===== config.mk =====
export PLATFORM = sky130hd
export DESIGN_NAME = alu_mc
export DESIGN_NICKNAME = d
export VERILOG_FILES = /design/src/rtl/alu_mc.sv
export SDC_FILE = /design/constraint.sdc
export NUM_CORES = 1
export LEC_CHECK = 0
export BUFFER_PORTS_ARGS = -buffer_cell sky130_fd_sc_hd__buf_2
export CAP_MARGIN = 20
export CELL_PAD_IN_SITES_DETAIL_PLACEMENT = 1
export CELL_PAD_IN_SITES_GLOBAL_PLACEMENT = 1
export CORE_MARGIN = 4
export CORE_UTILIZATION = 38
export CTS_BUF_LIST = sky130_fd_sc_hd__clkbuf_4
export CTS_CLUSTER_DIAMETER = 120
export DETAILED_ROUTE_END_ITERATION = 10
export PLACE_DENSITY_LB_ADDON = 0.1
export SKIP_CTS_REPAIR_TIMING = 1
export SLEW_MARGIN = 20
export SYNTH_ARGS = -nofsm -noshare
export SYNTH_HDL_FRONTEND = slang
export SYNTH_SLANG_ARGS = --single-unit

===== constraint.sdc =====
create_clock -name CLK -period 9.6 [get_ports CLK]
set_input_delay 1.92 -clock CLK [delete_from_list [all_inputs] [get_ports CLK]]
set_output_delay 1.92 -clock CLK [all_outputs]
set_load 0.005 [all_outputs]

===== src/rtl/alu_mc.sv =====
// alu_mc: multi-cycle ALU with start/done handshake and shift-add multiply.
// Define ALU_MC_DIV_EN to add the unsigned restoring divider (opcode 0x0A).
module alu_mc #(
   parameter int WIDTH  = 32,
   parameter int OPRN_W = 6
) (
   input  logic              CLK,
   input  logic              RST,
   input  logic              start,
   input  logic [OPRN_W-1:0] oprn,
   input  logic [WIDTH-1:0]  op1,
   input  logic [WIDTH-1:0]  op2,
   output logic              busy,
   output logic              done,
   output logic [WIDTH-1:0]  result,
   output logic              zero,
   output logic              err
);

   localparam int CW = $clog2(WIDTH + 1);

   localparam logic [OPRN_W-1:0] OP_ADD = OPRN_W'(1);
   localparam logic [OPRN_W-1:0] OP_SUB = OPRN_W'(2);
   localparam logic [OPRN_W-1:0] OP_MUL = OPRN_W'(3);
   localparam logic [OPRN_W-1:0] OP_SRL = OPRN_W'(4);
   localparam logic [OPRN_W-1:0] OP_SLL = OPRN_W'(5);
   localparam logic [OPRN_W-1:0] OP_AND = OPRN_W'(6);
   localparam logic [OPRN_W-1:0] OP_OR  = OPRN_W'(7);
   localparam logic [OPRN_W-1:0] OP_NOR = OPRN_W'(8);
   localparam logic [OPRN_W-1:0] OP_SLT = OPRN_W'(9);
`ifdef ALU_MC_DIV_EN
   localparam logic [OPRN_W-1:0] OP_DIV = OPRN_W'(10);
`endif

   localparam logic [CW-1:0] LAST = CW'(WIDTH - 1);

`ifdef ALU_MC_DIV_EN
   typedef enum logic [2:0] {IDLE, EXEC, MUL, DIV, DONE} state_t;
`else
   typedef enum logic [2:0] {IDLE, EXEC, MUL, DONE} state_t;
`endif

   state_t state, state_n, route;

   logic              accept;
   logic              iter;
   logic              it_last;
   logic [OPRN_W-1:0] opr_q;
   logic [WIDTH-1:0]  a_q, b_q;
   logic [CW-1:0]     cnt;

   logic [WIDTH-1:0]  acc, mcand, mplier, acc_n;

`ifdef ALU_MC_DIV_EN
   logic [WIDTH-1:0]  rem, quo, dvs;
   logic [WIDTH-1:0]  rem_n, quo_n;
   logic [WIDTH:0]    rem_sh, diff;
   logic              qbit;
`endif

   logic [WIDTH-1:0]  ex_res, res_n;
   logic              ex_err, err_n, ld_res;

   // Handshake status is a pure function of the FSM state
   always_comb begin
      busy = (state != IDLE) && (state != DONE);
      done = (state == DONE);
   end

   // A new op is taken whenever the unit is not busy, including in DONE
   always_comb begin
      accept  = start && (state == IDLE || state == DONE);
      it_last = (cnt == LAST);
      iter    = (state == MUL);
`ifdef ALU_MC_DIV_EN
      if (state == DIV) iter = 1'b1;
`endif
   end

   // Pick the working state for the op presented with start
   always_comb begin
      route = EXEC;
      if (oprn == OP_MUL) begin
         route = MUL;
      end
`ifdef ALU_MC_DIV_EN
      else if (oprn == OP_DIV && op2 != '0) begin
         route = DIV;
      end
`endif
   end

   // Single-cycle datapath on the latched operands
   always_comb begin
      ex_res = '0;
      ex_err = 1'b0;
      unique case (opr_q)
         OP_ADD: ex_res = a_q + b_q;
         OP_SUB: ex_res = a_q - b_q;
         OP_SRL: ex_res = a_q >> b_q;
         OP_SLL: ex_res = a_q << b_q;
         OP_AND: ex_res = a_q & b_q;
         OP_OR:  ex_res = a_q | b_q;
         OP_NOR: ex_res = ~(a_q | b_q);
         OP_SLT: ex_res = {{(WIDTH-1){1'b0}}, a_q < b_q};
`ifdef ALU_MC_DIV_EN
         // Only a zero divisor reaches EXEC with a divide
         OP_DIV: begin
            ex_res = '1;
            ex_err = 1'b1;
         end
`endif
         default: ex_err = 1'b1;
      endcase
   end

   // One multiplier bit per step, LSB first
   always_comb begin
      acc_n = acc + (mplier[0] ? mcand : '0);
   end

`ifdef ALU_MC_DIV_EN
   // One restoring-divide step, quotient bit MSB first
   always_comb begin
      rem_sh = {rem, quo[WIDTH-1]};
      diff   = rem_sh - {1'b0, dvs};
      qbit   = ~diff[WIDTH];
      rem_n  = qbit ? diff[WIDTH-1:0] : rem_sh[WIDTH-1:0];
      quo_n  = {quo[WIDTH-2:0], qbit};
   end
`endif

   // Next state and result-load selection
   always_comb begin
      state_n = state;
      ld_res  = 1'b0;
      res_n   = ex_res;
      err_n   = ex_err;
      unique case (state)
         IDLE, DONE: state_n = start ? route : IDLE;
         EXEC: begin
            state_n = DONE;
            ld_res  = 1'b1;
         end
         MUL: begin
            if (it_last) begin
               state_n = DONE;
               ld_res  = 1'b1;
               res_n   = acc_n;
               err_n   = 1'b0;
            end
         end
`ifdef ALU_MC_DIV_EN
         DIV: begin
            if (it_last) begin
               state_n = DONE;
               ld_res  = 1'b1;
               res_n   = quo_n;
               err_n   = 1'b0;
            end
         end
`endif
         default: state_n = IDLE;
      endcase
   end

   // FSM state register
   always_ff @(posedge CLK or posedge RST) begin
      if (RST) state <= IDLE;
      else     state <= state_n;
   end

   // Operand latch and iteration counter
   always_ff @(posedge CLK or posedge RST) begin
      if (RST) begin
         opr_q <= '0;
         a_q   <= '0;
         b_q   <= '0;
         cnt   <= '0;
      end else if (accept) begin
         opr_q <= oprn;
         a_q   <= op1;
         b_q   <= op2;
         cnt   <= '0;
      end else if (iter) begin
         cnt   <= cnt + CW'(1);
      end
   end

   // Shift-add multiplier registers
   always_ff @(posedge CLK or posedge RST) begin
      if (RST) begin
         acc    <= '0;
         mcand  <= '0;
         mplier <= '0;
      end else if (accept) begin
         acc    <= '0;
         mcand  <= op1;
         mplier <= op2;
      end else if (state == MUL) begin
         acc    <= acc_n;
         mcand  <= mcand << 1;
         mplier <= mplier >> 1;
      end
   end

`ifdef ALU_MC_DIV_EN
   // Restoring divider registers
   always_ff @(posedge CLK or posedge RST) begin
      if (RST) begin
         rem <= '0;
         quo <= '0;
         dvs <= '0;
      end else if (accept) begin
         rem <= '0;
         quo <= op1;
         dvs <= op2;
      end else if (state == DIV) begin
         rem <= rem_n;
         quo <= quo_n;
      end
   end
`endif

   // Result and flags change only on entry to DONE
   always_ff @(posedge CLK or posedge RST) begin
      if (RST) begin
         result <= '0;
         zero   <= 1'b0;
         err    <= 1'b0;
      end else if (ld_res) begin
         result <= res_n;
         zero   <= (res_n == '0);
         err    <= err_n;
      end
   end

endmodule


======== Word level (Yosys, flattened, before mapping) ========
Cells that the tools add are included.
Widths: inputs -> output; s select.
cells by class
  $add $sub $neg .......................... 4
  magnitude comparators ................... 1
  equal/unequal tests ..................... 15
  shifts and indexed selects .............. 2
  muxes and demuxes ....................... 21
  bitwise logic cells ..................... 3
  reductions and logical operators ........ 9
operator list
  operator             number
  $mux 32              9
  $pmux 32 s8          1
  $add 32x32->32       2
  $and 32x32->32       1
  $logic_not 32->1     1
  $lt 32x32->1         1
  $not 32->32          1
  $or 32x32->32        1
  $shl 32x32->32       1
  $shr 32x32->32       1
  $sub 32x32->32       1
  $eq 6x3->1 const B   4
  $eq 6x2->1 const B   2
  $eq 6x4->1 const B   2
  $mux 6               2
  $pmux 3 s3           1
  $reduce_or 8->1      1
  $add 6x1->6 const B  1
  $eq 3x2->1 const B   2
  $eq 6x1->1 const B   1
  $eq 6x5->1 const B   1
  $mux 3               2
  $mux 1               4
  $eq 3x1->1 const B   1
  other kinds (10)     11
storage, ports and cells
  flip-flop bits (word level) ............. 209
  output and inout port bits .............. 36
  word-level logic and storage cells ...... 66

======== Depth between registers and ports, before layout ========
  depth after elaboration ................. 6
  mapped depth ............................ 18
  depth with buffers taken out ............ 15

======== Worst setup path after synthesis ========
Ideal clock, no wire load.
  path kind ............................... register to register
  start point ............................. reg b_q[2]
  end point ............................... reg zero
  data arrival time ....................... 4.277 ns
  required time ........................... 9.496 ns
  setup slack ............................. 5.220 ns
  cell stages (with the launch flop) ...... 18
  path buffers ............................ 4
  clock period less this slack ............ 4.380 ns
  cells stage by stage .................... dfrtp_1 > buf_6 > buf_6 > inv_2 > buf_1 > clkbuf_1 > ha_1 > nor2b_1 > o31ai_1 > a211oi_2 > o31ai_2 > o21ai_2 > a31oi_1 > o221ai_1 > a221oi_1 > a21oi_1 > or4b_1 > o41ai_2
between the ends
  longest elaborated chain between the ends .. 6
  elaborated cells on any way between the ends .. 12
  those cells by class .................... add/sub (2); order compare (1); shift (2); mux (3); bitwise (3); reduce/logical (1)
ends and longest elaborated chain
  what                                                                    line  source
  from (decl)                                                             49    logic [WIDTH-1:0] a_q, b_q;
  from (signal assigned)                                                  183   b_q <= op2;
  parallel branches: the longest is 2 deep, another holds $sub 32x32->32  -
  $pmux 32 s8 *                                                           97    unique case (opr_q)
  $mux 32                                                                 146   if (it_last) begin
  $mux 32 *                                                               139   unique case (state)
  $logic_not 32->1 *                                                      233   zero <= (res_n == '0);
  to (signal assigned)                                                    233
  to (decl)                                                               16    output logic zero,
Every way passes the cells marked *.
A chain may end at the register's enable or synchronous reset.

======== Worst setup path in the final report ========
  start point ............................. reg b_q[4]
  end point ............................... reg zero
Same word-level chain as after synthesis.

==> impl_results.html <==
<table>
<tr><th>Metric</th><th>Value</th></tr>
<tr><th colspan="2">Outcome</th></tr>
<tr><td>Run status</td><td>complete, no violations</td></tr>
<tr><th colspan="2">Worst setup path</th></tr>
<tr><td>Standard cell with the maximum stage delay on the critical path</td><td>sky130_fd_sc_hd__ha_1</td></tr>
<tr><td>Startpoint of the worst register-to-register path</td><td>b_q[4]$_DFFE_PP0P_</td></tr>
<tr><td>Crit-path max FO</td><td>32</td></tr>
<tr><td>Crit path buf inv count</td><td>2</td></tr>
<tr><td>Arrival @ worst endpoint</td><td>5.97 ns</td></tr>
<tr><td>Nature of the critical path startpoint</td><td>flop</td></tr>
<tr><td>Logic depth of the worst register-to-register path</td><td>15</td></tr>
<tr><td>Max incr delay on CP</td><td>0.70 ns</td></tr>
<tr><td>R2r endpoint</td><td>zero$_DFFE_PP0P_</td></tr>
<tr><td>Delay-heaviest family, CP</td><td>simple AND/OR/NAND/NOR gates</td></tr>
<tr><td>Setup slack of the most critical reg-to-reg path</td><td>4.32 ns</td></tr>
<tr><td>Type of destination of the critical path</td><td>flop</td></tr>
<tr><td>Critical path start-end classification</td><td>reg -&gt; reg</td></tr>
<tr><td>CP cell instances</td><td>buf_4 &gt; clkinv_1 &gt; ha_1 &gt; nor2b_1 &gt; a2111oi_2 &gt; a21oi_1 &gt; nor3_1 &gt; o221ai_1 &gt; a221oi_1 &gt; nor2_1 &gt; nor3_1 &gt; nand4_1 &gt; nor4b_2 &gt; nand4_1 &gt; o41ai_2</td></tr>
<tr><td>Worst Path Required</td><td>10.29 ns</td></tr>
<tr><th colspan="2">Global route</th></tr>
<tr><td>Antenna violations before repair</td><td>5</td></tr>
<tr><td>Combined global-route utilization of all metal layers</td><td>31.4%</td></tr>
<tr><td>First-pass GRT wire length</td><td>133000 um</td></tr>
<tr><td>Largest net degree at the start of global routing</td><td>87</td></tr>
<tr><td>Vias in the first global route</td><td>19922</td></tr>
<tr><td>Total gr overflow</td><td>0</td></tr>
<tr><th colspan="2">Timing</th></tr>
<tr><td>Highest clock rate</td><td>0.189 GHz</td></tr>
<tr><td>Final worst clock skew</td><td>0.0522 ns</td></tr>
<tr><td>Setup repair after global routing missed its margin</td><td>no</td></tr>
<tr><td>Number of max-slew violations in the final report</td><td>0</td></tr>
<tr><td>Final hold violation count</td><td>0</td></tr>
<tr><td>Setup tns final</td><td>0 ns</td></tr>
<tr><td>Setup-failing EPs final</td><td>0</td></tr>
<tr><td>Tcrit/Tclk final</td><td>55.0%</td></tr>
<tr><td>Remaining max-slew budget at the tightest pin</td><td>25.9%</td></tr>
<tr><td>Pin slew with the least headroom to its limit</td><td>1.10 ns</td></tr>
<tr><td>Final period demand of the worst path</td><td>5.28 ns</td></tr>
<tr><td>Final worst setup slack</td><td>4.32 ns</td></tr>
<tr><th colspan="2">Drt</th></tr>
<tr><td>Remaining antenna violation count</td><td>0</td></tr>
<tr><td>DR DRC count</td><td>0</td></tr>
<tr><td>Via count</td><td>19511</td></tr>
<tr><td>Detailed Route Iter0 Violations</td><td>1525</td></tr>
<tr><td>Detail-routed net length per standard cell</td><td>28.8 um</td></tr>
<tr><td>Drt pass-1 iters</td><td>5</td></tr>
<tr><td>Wire length reported by the detailed router</td><td>90300 um</td></tr>
<tr><td>Via-to-Cell Ratio</td><td>6.23</td></tr>
<tr><th colspan="2">Finish</th></tr>
<tr><td>Layout cell share with drive strength beyond 1</td><td>15.6%</td></tr>
<tr><td>Signed area change from the synthesized netlist to the final layout</td><td>8.99%</td></tr>
<tr><td>Number of nets in the layout</td><td>2628</td></tr>
<tr><th colspan="2">Yosys</th></tr>
<tr><td>Post-Syn Instances</td><td>2361</td></tr>
<tr><td>Mean cell area of the mapped netlist</td><td>8.41 sq um</td></tr>
<tr><td>Synth Net Count</td><td>2584</td></tr>
<tr><td>Async set-or-reset flop fraction in the synthesized netlist</td><td>100%</td></tr>
<tr><td>Mapped Area</td><td>19900 sq um</td></tr>
<tr><td>Warning count from the yosys run</td><td>0</td></tr>
<tr><td>Sequential share of the synthesized area</td><td>26.2%</td></tr>
<tr><td>Yosys cell types</td><td>95</td></tr>
<tr><td>Commonest register cell after synthesis</td><td>sky130_fd_sc_hd__dfrtp_1</td></tr>
<tr><td>Count of flip-flops with a built-in enable after synthesis</td><td>0</td></tr>
<tr><td>Count of state elements after synthesis</td><td>208</td></tr>
<tr><th colspan="2">Placement</th></tr>
<tr><td>PortBufs</td><td>108</td></tr>
<tr><td>Final Wtd Congestion</td><td>0.999</td></tr>
<tr><td>Post-placement setup slack</td><td>4.45 ns</td></tr>
<tr><td>Detailed placer's ending HPWL</td><td>69700 um</td></tr>
<tr><th colspan="2">CTS</th></tr>
<tr><td>Clock transition at the registers of the reported paths</td><td>0.07 ns</td></tr>
<tr><td>Depth of the CTS H-tree</td><td>3</td></tr>
<tr><td>Clock tree from TritonCTS</td><td>yes</td></tr>
<tr><td>Num Clock Sinks</td><td>208</td></tr>
<tr><td>Clock tree root buffer cell</td><td>sky130_fd_sc_hd__clkbuf_4</td></tr>
<tr><td>Clock Path Buffers</td><td>3</td></tr>
<tr><td>Number of buffers created by CTS</td><td>66</td></tr>
<tr><td>Clock latency on the worst-skew pair</td><td>0.80 ns</td></tr>
<tr><th colspan="2">Power</th></tr>
<tr><td>Internal power summed over all cells</td><td>4.13 mW</td></tr>
<tr><td>Power per standard cell area</td><td>432 nW/um^2</td></tr>
<tr><td>Peak supply drop</td><td>0.000359 V</td></tr>
<tr><td>Switch share</td><td>55.8%</td></tr>
<tr><td>Relative contribution of the clock network to total power</td><td>10.1%</td></tr>
<tr><td>Combinational group share of total power</td><td>68.7%</td></tr>
<tr><td>Static power due to leakage</td><td>9.44 nW</td></tr>
<tr><td>Switching power summed over all nets</td><td>5.21 mW</td></tr>
<tr><td>Flop pwr share</td><td>21.2%</td></tr>
<tr><th colspan="2">Floorplan</th></tr>
<tr><td>Starting density of the core</td><td>38.5%</td></tr>
<tr><td>Full die area</td><td>56000 sq um</td></tr>
<tr><td>Cell Rows</td><td>83</td></tr>
<tr><td>Chip Width</td><td>237 um</td></tr>
<tr><td>CORE AREA</td><td>51500 sq um</td></tr>
<tr><td>Vertical die dimension</td><td>237 um</td></tr>
<tr><td>Num ports</td><td>109</td></tr>
<tr><th colspan="2">Job</th></tr>
<tr><td>Max-cap viol count</td><td>0</td></tr>
<tr><th colspan="2">Worst hold path</th></tr>
<tr><td>Worst min-delay path startpoint</td><td>result[27]$_DFFE_PP0P_</td></tr>
<tr><td>Worst hold-check path type</td><td>reg -&gt; reg</td></tr>
<tr><td>Endpoint with the worst hold slack</td><td>result[27]$_DFFE_PP0P_</td></tr>
<tr><td>Number of instances on the worst hold path</td><td>2</td></tr>
</table>
[power by group through the flow]
| stage | registers, mW | logic, mW | clock network (mW) |
|---|---|---|---|
| after global routing | 2.05 | 6.91 | 1.02 |
| after CTS | 1.98 | 6.35 | 0.973 |
| after detailed placement | 1.99 | 6.31 | 0 |
| after floorplan | 1.58 | 4.57 | 0 |
| final | 1.98 | 6.41 | 0.942 |
| after global placement | 1.96 | 6.24 | 0 |
[cell type report]
cell class	count	area, sq um
diodes	4	10.0
clock buffers	93	698
clock inverters	20	138
fillers	6252	29900
inverters	103	394
multi-input cells	1886	13600
flip-flops and latches	208	5210
well taps	680	851
repair buffers	140	781
[registers in the layout (all words and copies together), names as in the netlist]
signal,cells
a_q,32
b_q,32
opr_q,6
cnt,6
state,2
acc,32
err,1
mcand,32
result,32
zero,1
mplier,32
[per-layer routing]
layer,vias up,share of wire [%],global-route usage (%)
met5,-,0.014,0
met4,2,5.0,14.4
met3,173,5.8,5.03
met2,695,47,50.8
met1,9889,43,41.5
li1,8752,-,-
[through the flow]
| step | hold slack (ns) | std cells | power, mW | util, % | instance area [sq um] |
|---|---|---|---|---|---|
| 2_1_floorplan | 0.446 | 2361 | 6.15 | - | 19900 |
| 3_3_place_gp | 0.458 | 3017 | 8.20 | 40.4 | 20800 |
| 3_5_place_dp | 0.462 | 3017 | 8.30 | 40.4 | 20800 |
| 4_1_cts | 0.476 | 3130 | 9.30 | 42.0 | 21600 |
| 5_1_grt | 0.507 | 3133 | 9.98 | 42.0 | 21600 |
| 6_report | 0.470 | 3134 | 9.34 | 42.0 | 21600 |
[Yosys cell counts, drive strengths merged, types with 16 or more instances]
cell      n  share of area (%)
ha      147                9.3
a21oi   144                3.7
o21ai   234                5.9
nor3     49                1.3
a31oi    30               0.95
and2     41                1.3
o21a     16               0.61
a21o     34                1.3
buf      63                1.9
mux2i   135                6.9
nand3    40                1.0
a221oi   27                1.3
nor2    196                3.7
nand2b   16               0.50
xor2     20               0.88
mux2     23                1.3
o211ai   36                1.4
xnor2    34                1.5
nand2   291                5.5
dfrtp   208                 26
inv     101                1.9
clkbuf  101                1.9
nor2b    23               0.74
mux4     61                7.0
a211oi   40                1.7
o31ai    18               0.71
nor4     16               0.54
[worst max-delay path by stage]
stage,endpoint,depth (start not counted),startpoint,slack (ns)
after floorplan,a_q[0]$_DFFE_PP0P_,1,RST,2.00
after global placement,zero$_DFFE_PP0P_,15,b_q[4]$_DFFE_PP0P_,4.56
after detailed placement,zero$_DFFE_PP0P_,15,b_q[4]$_DFFE_PP0P_,4.45
after CTS,zero$_DFFE_PP0P_,15,b_q[4]$_DFFE_PP0P_,4.47
after global routing,zero$_DFFE_PP0P_,15,b_q[4]$_DFFE_PP0P_,3.99
final,zero$_DFFE_PP0P_,15,b_q[4]$_DFFE_PP0P_,4.32
[kinds of logic (layout without fill, tap and decap cells)]
family	count (synthesis)	in the layout	synth area share, %
AOI/OAI and AO/OA	719	719	23.7
xor gates and xnor gates	54	54	2.38
adders and majority gates	150	150	9.57
buffers and inverters	267	356	5.78
DFF	208	208	26.2
muxes	219	219	15.1
other	0	4	0
and+or+nand+nor	744	744	17.2
[worst min-delay path, stage by stage (launching register included)]
cell                      delay [ns]
sky130_fd_sc_hd__dfrtp_1        0.33
sky130_fd_sc_hd__nand2_1        0.05
sky130_fd_sc_hd__nand2_1        0.05
[placed cells by master, fill, tap and decap left out, types with 93 or more instances in the layout]
cell	synthesis	layout
sky130_fd_sc_hd__a21oi_1	140	140
sky130_fd_sc_hd__dfrtp_1	208	205
sky130_fd_sc_hd__inv_1	99	98
sky130_fd_sc_hd__ha_1	147	146
sky130_fd_sc_hd__nor2_1	196	192
sky130_fd_sc_hd__buf_2	28	108
sky130_fd_sc_hd__o21ai_0	225	225
sky130_fd_sc_hd__mux2i_1	134	134
sky130_fd_sc_hd__nand2_1	291	291
sky130_fd_sc_hd__clkbuf_4	0	93
No activity file was read; power rests on OpenSTA's default activity.
